$ cat config.mk
export PLATFORM = sky130hd
export DESIGN_NAME = memory_dump_tx
export DESIGN_NICKNAME = d
export VERILOG_FILES = /design/src/rtl/memory_dump_tx_pkg.sv /design/src/rtl/memory_dump_tx_baud_counter.sv /design/src/rtl/memory_dump_tx.sv
export SDC_FILE = /design/constraint.sdc
export NUM_CORES = 1
export LEC_CHECK = 0
export BUFFER_PORTS_ARGS = -buffer_cell sky130_fd_sc_hd__buf_2
export CAP_MARGIN = 40
export CORE_AREA = 2 2 63 65
export DETAILED_ROUTE_END_ITERATION = 6
export DIE_AREA = 0 0 65 67
export PLACE_DENSITY = 0.56
export SYNTH_ARGS = -nofsm -noshare
export SYNTH_HDL_FRONTEND = slang
export SYNTH_SLANG_ARGS = --single-unit
$ cat constraint.sdc
create_clock -name clk -period 2.8 [get_ports clk]
set_input_delay 0.28 -clock clk [delete_from_list [all_inputs] [get_ports clk]]
set_output_delay 0.28 -clock clk [all_outputs]
set_load 0.1 [all_outputs]
$ cat src/rtl/memory_dump_tx_pkg.sv
// Shared UART definitions for the memory dump transmitter and the future receiver:
// FSM state encodings and the default bit period.
package memory_dump_tx_pkg;

    localparam int DEFAULT_CLKS_PER_BIT = 868;
    localparam int DATA_BITS            = 8;

    typedef enum logic [2:0] {
        ST_IDLE,
        ST_FETCH,
        ST_START,
        ST_DATA,
        ST_STOP
    } state_e;

endpackage

$ cat src/rtl/memory_dump_tx_baud_counter.sv
// Bit-period timer: counts 0..CLKS_PER_BIT-1 and flags the last cycle of each period.
// Holding clear keeps the count at zero so every FSM state starts a fresh period.
module baud_counter
    import memory_dump_tx_pkg::*;
#(
    parameter int CLKS_PER_BIT = DEFAULT_CLKS_PER_BIT
) (
    input  logic clk,
    input  logic rst,
    input  logic clear,
    output logic tick
);

    localparam int                CNT_W = (CLKS_PER_BIT > 1) ? $clog2(CLKS_PER_BIT) : 1;
    localparam logic [CNT_W-1:0] LAST  = CNT_W'(CLKS_PER_BIT - 1);

    logic [CNT_W-1:0] cnt_q;
    logic [CNT_W-1:0] cnt_d;

    always_comb begin
        cnt_d = cnt_q + CNT_W'(1);
        if (clear || cnt_q == LAST) begin
            cnt_d = '0;
        end
    end

    // NOTE: sequential state uses non-blocking assignments so every register samples pre-edge values.
    always_ff @(posedge clk) begin
        if (rst) begin
            cnt_q <= '0;
        end else begin
            cnt_q <= cnt_d;
        end
    end

    assign tick = (cnt_q == LAST) && !clear;

endmodule

$ cat src/rtl/memory_dump_tx.sv
// Walks the byte memory from address 0 and sends each byte as a UART 8N1 frame on tx.
// Each byte costs one FETCH cycle plus ten bit periods.
module memory_dump_tx
    import memory_dump_tx_pkg::*;
#(
    parameter int CLKS_PER_BIT = DEFAULT_CLKS_PER_BIT,
    parameter int NUM_BYTES    = 4,
    parameter int ADDR_W       = 2
) (
    input  logic              clk,
    input  logic              rst,
    input  logic              start,
    output logic [ADDR_W-1:0] rd_addr,
    input  logic [7:0]        rd_data,
    output logic              tx,
    output logic              busy,
    output logic              done
);

    localparam logic [ADDR_W-1:0] LAST_IDX = ADDR_W'(NUM_BYTES - 1);

    state_e                 state_q;
    logic [DATA_BITS-1:0]   shift_q;
    logic [2:0]             bit_cnt_q;
    logic [ADDR_W-1:0]      idx_q;
    logic [ADDR_W-1:0]      idx_d;
    logic                   tx_q;
    logic                   busy_q;
    logic                   done_q;
    logic                   baud_clear;
    logic                   tick;

    assign idx_d      = idx_q + ADDR_W'(1);
    // FETCH is a single cycle, so the bit timer is parked there and runs fresh from START.
    assign baud_clear = (state_q == ST_IDLE) || (state_q == ST_FETCH);

    baud_counter #(
        .CLKS_PER_BIT(CLKS_PER_BIT)
    ) u_baud (
        .clk  (clk),
        .rst  (rst),
        .clear(baud_clear),
        .tick (tick)
    );

    // NOTE: reset is synchronous, so it is only a priority branch inside the clocked block.
    always_ff @(posedge clk) begin
        if (rst) begin
            state_q   <= ST_IDLE;
            shift_q   <= '0;
            bit_cnt_q <= '0;
            idx_q     <= '0;
            tx_q      <= 1'b1;
            busy_q    <= 1'b0;
            done_q    <= 1'b0;
        end else begin
            done_q <= 1'b0;
            case (state_q)
                ST_IDLE: begin
                    // A start landing on the done cycle belongs to the finished dump.
                    if (start && !done_q) begin
                        state_q <= ST_FETCH;
                        idx_q   <= '0;
                        busy_q  <= 1'b1;
                    end
                end
                ST_FETCH: begin
                    shift_q <= rd_data;
                    tx_q    <= 1'b0;
                    state_q <= ST_START;
                end
                ST_START: begin
                    if (tick) begin
                        tx_q      <= shift_q[0];
                        shift_q   <= {1'b0, shift_q[DATA_BITS-1:1]};
                        bit_cnt_q <= '0;
                        state_q   <= ST_DATA;
                    end
                end
                ST_DATA: begin
                    if (tick) begin
                        if (bit_cnt_q == 3'd7) begin
                            tx_q    <= 1'b1;
                            state_q <= ST_STOP;
                        end else begin
                            tx_q      <= shift_q[0];
                            shift_q   <= {1'b0, shift_q[DATA_BITS-1:1]};
                            bit_cnt_q <= bit_cnt_q + 3'd1;
                        end
                    end
                end
                ST_STOP: begin
                    if (tick) begin
                        if (idx_q == LAST_IDX) begin
                            state_q <= ST_IDLE;
                            busy_q  <= 1'b0;
                            done_q  <= 1'b1;
                        end else begin
                            idx_q   <= idx_d;
                            state_q <= ST_FETCH;
                        end
                    end
                end
                default: state_q <= ST_IDLE;
            endcase
        end
    end

    assign rd_addr = idx_q;
    assign tx      = tx_q;
    assign busy    = busy_q;
    assign done    = done_q;

endmodule

# == Word level (Yosys, flattened, before mapping) ==
# Cells that the tools add are included.
# totals
ff_bits,29
out_inout_bits,5
wordCells,74
# op_classes
add_sub_neg,3
eq_ne,15
muxes,28
bitwise,2
n_reduce_logical,18
# op_table
cell,n
3-bit 2-to-1 mux,8
8-bit 2-to-1 mux,3
8-bit one-hot mux with 3 select lines,1
4-bit AND reduction,4
3-bit one-hot mux with 5 select lines,1
2-bit inequality test (second input constant),7
10-bit by 1-bit adder with 10-bit output (second input constant),1
10-bit == test (second input constant),1
1-bit 2-to-1 mux,8
3-bit by 2-bit == test with 1-bit output (second input constant),2
3-bit == test (second input constant),2
2-bit 2-to-1 mux,3
3-bit one-hot mux with 2 select lines,1
5-bit AND reduction,1
2-bit one-hot mux with 2 select lines,1
2-bit nonzero test,2
3-bit by 1-bit adder with 3-bit output (second input constant),1
3-bit by 1-bit == test with 1-bit output (second input constant),1
3-bit logical NOT,1
1-bit one-hot mux with 3 select lines,1
3-bit AND reduction,1
3-bit nonzero test,1
3-bit OR reduction,1
2-bit by 1-bit adder with 2-bit output (second input constant),1
other kinds (8),12

# == Depth between registers and ports, before layout ==
# Gate-level depths: netlist of the first run.
# depth
word_depth,6
ltp_mapped,7

# == Hierarchy ==
# From an unflattened synthesis of the first run, not the netlist that was laid out.
# unflattened
cells_unflattened,164
hier_area_um2,1392.6
# by_module_without_submodules
mod,instances,cells_per_inst,area_each_um2,seq_area_each_um2
memory_dump_tx,1,109,928.4,380.4
baud_counter,1,55,464.2,200.2

# == Worst setup path before layout of the first run ==
# Ideal clock, no wire load.
# synth_timing
kind,register -> register
from,"register idx_q[0], in the netlist rd_addr[0]"
to,"register idx_q[0], in the netlist rd_addr[0]"
setup_ps,70
arrival_ps,1821
required_ps,2730
setup_slack_ps,908
path_stages_with_launch,6
cell_sequence,dfxtp_1 ha_1 nor2b_1 a41oi_1 o31ai_1 a21oi_1
# synth_between
elab_chain_len,4
word_cells_on_any_way,7
classes_between,add/sub (1); eq/ne (2); mux (3); reduce/logical (1)
# synth_lines
element,line_no,text
"start, declared",memory_dump_tx.sv:25,logic [ADDR_W-1:0] idx_q;
"start signal, assigned",memory_dump_tx.sv:99,idx_q <= idx_d;
2-bit by 1-bit adder with 2-bit output,memory_dump_tx.sv:33,assign idx_d = idx_q + ADDR_W'(1);
2-bit 2-to-1 mux,memory_dump_tx.sv:94,if (idx_q == LAST_IDX) begin
2-bit 2-to-1 mux,memory_dump_tx.sv:93,if (tick) begin
2-bit one-hot mux with 2 select lines,memory_dump_tx.sv:58,case (state_q)
# Several ways; a longest one is shown, not always the timed one. The select of a mux whose other input is x is not followed.
# A chain may end at the register's enable or synchronous reset.

# == Worst setup path after layout of the first run ==
# layout_timing
from,register u_baud.cnt_q[0]
to,register shift_q[5]
# layout_between
elab_chain_len,4
word_cells_on_any_way,5
classes_between,eq/ne (3); reduce/logical (2)
# layout_lines
element,line_no,text
"start, declared",memory_dump_tx_baud_counter.sv:17,logic [CNT_W-1:0] cnt_q;
"start signal, assigned",memory_dump_tx_baud_counter.sv:32,cnt_q <= cnt_d;
10-bit == test *,memory_dump_tx_baud_counter.sv:36,assign tick = (cnt_q == LAST) && !clear;
1-bit logical AND *,memory_dump_tx_baud_counter.sv:36,
2-bit inequality test (no source line),n/a,
4-bit AND reduction (no source line) *,n/a,
"end signal, assigned",memory_dump_tx.sv:68,shift_q <= rd_data;
"end signal, assigned",memory_dump_tx.sv:75,"shift_q <= {1'b0, shift_q[DATA_BITS-1:1]};"
"end signal, assigned",memory_dump_tx.sv:87,"shift_q <= {1'b0, shift_q[DATA_BITS-1:1]};"
"end, declared",memory_dump_tx.sv:23,logic [DATA_BITS-1:0] shift_q;
# Every way passes the cells marked *; elsewhere a longest branch is shown, timed or not.

==> flow_metrics.tcl, run 1 <==
set metrics [dict create \
    final_cell_area_um2 1600 \
    via_count 1173 \
    p_leak_nw 0.612 \
    synth_nets 172 \
    num-fill-cells 367 \
    die_area_um2 4360 \
    cts_buffers 5 \
    hold_viol 0 \
    cts_tree "built" \
    synth_top_cell_by_area "dfxtp_1" \
    syn_inst 157 \
    gp_congestion 0.819 \
    grt_start_max_net_pins 23 \
    routedWlPerCell_um 13.2 \
    gr-total-overflow 0 \
    clk_pin_slew_ns 0.06 \
    dp_worst_setup_slack_ns 0.810 \
    status "finished clean" \
    routed_wl_um 2900 \
    worst_slew_pin_slew_ns 0.564 \
    cpPeakStageDelay_ns 0.39 \
    arrival_ns 2.14 \
    synth.distinct_cells 45 \
    routed_via_density 5.36 \
    antenna_cells 0 \
    utilization 0.444 \
    cp-start-kind "flip-flop" \
    ir_worst_vdd_mv 0.461 \
    period_minus_slack_ns 1.97 \
    holdBufCountCts 0 \
    postCtsResizedCells 0 \
    h-tree-depth 2 \
    setup_viol_count_final 0 \
    avgSynthCellArea_um2 9.09 \
    grt_pass1_vias 1195 \
    slowest_stage "dfxtp_1" \
    hold_class "input pin to flip-flop" \
    place_area_um2 1510 \
    netlist.area_leader.share 0.407 \
    cp_data_required_time_ns 2.96 \
    fmax_ghz 0.507 \
    drt_iter0_drc 22 \
    numPortBuffers 15 \
    clockBufferDepth 2 \
    rsz0062_at_grt "no" \
    finalMaxSlewViolations 0 \
    drc 0 \
    io_pins 16 \
    yosys_warnings 0 \
    final_common_cell "dfxtp_1" \
    power_mw 1.19 \
    skew_ns 0.00272 \
    synth_area_um2 1430 \
    finalNonFillerCells 219 \
    ant_nets 0 \
    ys_seq_area_frac 0.407 \
    crit_chain "ha_1, and2_0, and3_4, nand3_1, o221a_2" \
    nNetsFinal 186 \
    fin_crit_sh 0.705 \
    syn_to_final_growth_pct 12.1 \
    setup_tns_ns 0 \
    antenna_found_initial 0 \
    maxCapViolCount 0 \
    core_um2 3610 \
    worstPathMaxFanout 9 \
    dp.cells 212 \
    final_cell_mix "29 x dfxtp_1, 18 x nor2_1, 15 x buf_2, 11 x a21oi_1, 10 x nand2_1" \
    post_cts_buffers 0 \
    grt_use_total 0.159 \
    power_density_nw_per_um2 743 \
    finalWorstSetupSlack_ns 0.826 \
    drt_pass1_iterations 4 \
    cts_sinks 29 \
    worst_setup_path_end_kind "flip-flop" \
    clock_latency_ns 0.27 \
    cts_root_buf "clkbuf_8" \
    whs_ns 0.379 \
    dp_hpwl_um 2060 \
    critical_path_class "flip-flop to flip-flop" \
    die_h_um 67 \
    yosys-top-cells-area "dfxtp_1 41%, o221a_2 5.5%, nor2_1 4.7%" \
    grt_first_pass_wirelength_um 5170 \
    row_count 22 \
    ys_ff_latch 29 \
    start_util 0.396 \
    max-slew-margin-rel 0.624 \
    drive_gt1_frac 0.257 \
    die-width_um 65 \
]
-- power breakdown --
part / switching (mW) / internal, mW
sequential: 0.0746 / 0.480
combinational: 0.192 / 0.107
clock: 0.141 / 0.194
-- critical path, delay by kind of cell (launching register included) --
family	cells	cell delay [ns]
AND/OR/NAND/NOR	3	0.88
flip-flops	1	0.39
AO/OA/AOI/OAI	1	0.36
adder cells (fa/ha/maj)	1	0.23
-- final cells by class --
class / count / area [um^2] / share of cell area
Multi-Input combinational cell: 117 / 787 / 0.492
Sequential cell: 29 / 581 / 0.363
Inverter: 3 / 11.3 / 0.00704
Tap cell: 48 / 60.1 / 0.0375
Clock buffer: 7 / 86.3 / 0.0539
Timing Repair Buffer: 15 / 75.1 / 0.0469
-- kinds of logic after synthesis --
family,count (synthesis),synth area share
simple gates,73,0.297
compound gates,31,0.163
flops,29,0.407
buf+inv,11,0.0421
xor+xnor,8,0.0491
fa+ha+maj,4,0.0351
mux,1,0.00701
-- flip-flops by register name, indices dropped and copies added, names as in the netlist --
| signal | cells |
|---|---|
| bit_cnt_q | 3 |
| u_baud.cnt_q | 10 |
| done | 1 |
| rd_addr | 2 |
| shift_q | 8 |
| state_q | 3 |
| tx | 1 |
| busy | 1 |
-- final timing paths --
path	startpoint	endpoint	slack [ns]	cells after the start
worst max register to register	u_baud.cnt_q[0]	shift_q[5]	0.83	5
worst max-delay path	u_baud.cnt_q[0]	shift_q[5]	0.83	5
worst min register to register	bit_cnt_q[2]	bit_cnt_q[2]	0.46	2
worst min-delay path	rd_data[3]	shift_q[3]	0.38	4
-- cell usage after synthesis (all sizes together) --
cell / instances
a211oi: 1
a21oi: 11
a221oi: 1
a22oi: 1
a2bb2oi: 1
a311oi: 1
a41oi: 1
and2: 2
and3: 3
and4: 1
and4b: 2
buf: 3
clkbuf: 5
dfxtp: 29
ha: 4
inv: 3
mux2i: 1
nand2: 10
nand2b: 3
nand3: 6
nand3b: 1
nand4: 4
nand4b: 1
nor2: 28
nor2b: 2
nor3: 1
nor3b: 2
o21a: 1
o21ai: 1
o21bai: 1
o221a: 7
o22ai: 1
o31ai: 3
or3: 4
or3b: 2
or4b: 1
xnor2: 1
xor2: 7
-- layer usage --
layer	wire length, um	track usage	up-vias
li1	-	-	596
met1	1350	0.181	556
met2	1410	0.268	15
met3	95	0.0574	6
met5	0	0	-
met4	44	0.0638	0
Note: power is estimated with default switching activity, not from simulation.
==> run 2: changes to the inputs <==
Clock period 2.8 ns to 1.9 ns, I/O delays scaled along.
==> flow_metrics.tcl, run 2 (same netlist as run 1, synthesis figures left out) <==
set metrics [dict create \
    status "finished clean" \
    hold_viol 0 \
    drc 0 \
    largestRegisters "u_baud.cnt_q: 10 flops, shift_q: 8 flops" \
    arrival_ns 1.99 \
    final_common_cell "dfxtp_1" \
    ant_nets 0 \
    grt_start_max_net_pins 23 \
    clock_latency_ns 0.28 \
    die-width_um 65 \
    crit_start "bit_cnt_q[0]" \
    finalMaxSlewViolations 0 \
    cts_root_buf "clkbuf_8" \
    fmax_ghz 0.562 \
    crit_chain "ha_1, ha_2, a211oi_4, nand4_4, or3_4, a21oi_1" \
    core_um2 3610 \
    hold_class "input pin to flip-flop" \
    fin_crit_sh 0.937 \
    slowest_stage "or3_4" \
    h-tree-depth 2 \
    routedWlPerCell_um 12.6 \
    cp.depth 6 \
    r2r_cells 6 \
    finalWorstSetupSlack_ns 0.119 \
    largest_reg_flops 10 \
    cp-endpoint "bit_cnt_q[0]" \
    dp_worst_setup_slack_ns 0.0259 \
    drt_iter0_drc 26 \
    worstPathMaxFanout 8 \
    routed_via_density 5.19 \
    setup_tns_ns 0 \
    dp.cells 216 \
    cts_buffers 5 \
    grt_first_pass_wirelength_um 4940 \
    routed_wl_um 2830 \
    r2r-end "bit_cnt_q[0]" \
    nNetsFinal 190 \
    final_cell_mix "29 x dfxtp_1, 18 x nor2_1, 15 x buf_2, 11 x a21oi_1, 10 x nand2_1" \
    final_cell_area_um2 1690 \
    dp_hpwl_um 2060 \
    r2r-start "bit_cnt_q[0]" \
    crit_family "simple AND/OR/NAND/NOR gates" \
    hold_path_startpoint "rd_data[0]" \
    row_count 22 \
    num-fill-cells 364 \
    cp_data_required_time_ns 2.11 \
    p_leak_nw 0.648 \
    finalNonFillerCells 224 \
    skew_ns 0.00681 \
    period_minus_slack_ns 1.78 \
    power_density_nw_per_um2 1140 \
    utilization 0.468 \
    syn_to_final_growth_pct 18.3 \
    reg2reg_slack_ns 0.12 \
    setup_viol_count_final 0 \
    drt_pass1_iterations 4 \
    rsz0062_at_grt "no" \
    numPortBuffers 15 \
    power_mw 1.92 \
    grt_pass1_vias 1141 \
    gr-total-overflow 0 \
    cpPeakStageDelay_ns 0.42 \
    grt_use_total 0.151 \
    drive_gt1_frac 0.295 \
    worst_setup_path_end_kind "flip-flop" \
    max-slew-margin-rel 0.603 \
    start_util 0.396 \
    whs_ns 0.288 \
    via_count 1162 \
    ir_worst_vdd_mv 0.514 \
    maxCapViolCount 0 \
    holdBufCountCts 0 \
    io_pins 16 \
    die_h_um 67 \
    die_area_um2 4360 \
    place_area_um2 1540 \
    clk_pin_slew_ns 0.06 \
    critical_path_class "flip-flop to flip-flop" \
    clockBufferDepth 2 \
    cts_tree "built" \
    path_buf_inv 0 \
    antenna_cells 0 \
    cp-start-kind "flip-flop" \
    worst_slew_pin_slew_ns 0.595 \
    antenna_found_initial 0 \
    cts_sinks 29 \
    gp_congestion 0.756 \
    top_register "u_baud.cnt_q" \
]
==> run 2: cell count changes in the layout (fill, tap and decap cells not counted), sizes merged <==
cell	delta
buf	+4
bufinv	+1
==> run 2: worst register-to-register path, stage by stage, from the launching register on <==
cell and delay (ns):
dfxtp_1 0.33, ha_1 0.20, ha_2 0.20, a211oi_4 0.27, nand4_4 0.16, or3_4 0.42, a21oi_1 0.13
==> run 2: worst min path at each step <==
stage                         endpoint  slack [ns]  cells after the start
after floorplan             state_q[2]        0.37                      2
after global placement    bit_cnt_q[1]        0.44                      2
after detailed placement  bit_cnt_q[2]        0.45                      2
after CTS                   shift_q[0]        0.27                      4
after global routing        shift_q[0]        0.30                      4
final                       shift_q[0]        0.29                      4
==> run 2: power by group <==
part | switching [mW] | internal [mW]
registers | 0.0953 | 0.707
logic | 0.299 | 0.172
clock network | 0.221 | 0.427
==> run 2: final cells by class <==
cell class,instances,area [um^2],area share
flip-flops and latches,29,581,0.344
clock inverters,1,30.0,0.0178
multi-input cells,117,816,0.483
repair buffers,19,105,0.0622
well taps,48,60.1,0.0356
inverters,3,11.3,0.00667
clock buffers,7,86.3,0.0511
==> run 2: what timing repair did <==
item | in CTS | in global routing
setup endpoints to repair | 0 | 10
hold endpoints to repair | 0 | 0
buffers inserted | 0 | 0
resized for setup | 0 | 5
==> run 2: metal layers <==
metal | vias up | global-route usage | part of all wire
met1 | 541 | 0.173 | 0.48
met4 | 0 | 0.0638 | 0.017
li1 | 599 | - | -
met2 | 17 | 0.258 | 0.47
met3 | 5 | 0.0507 | 0.036
met5 | - | 0 | 0
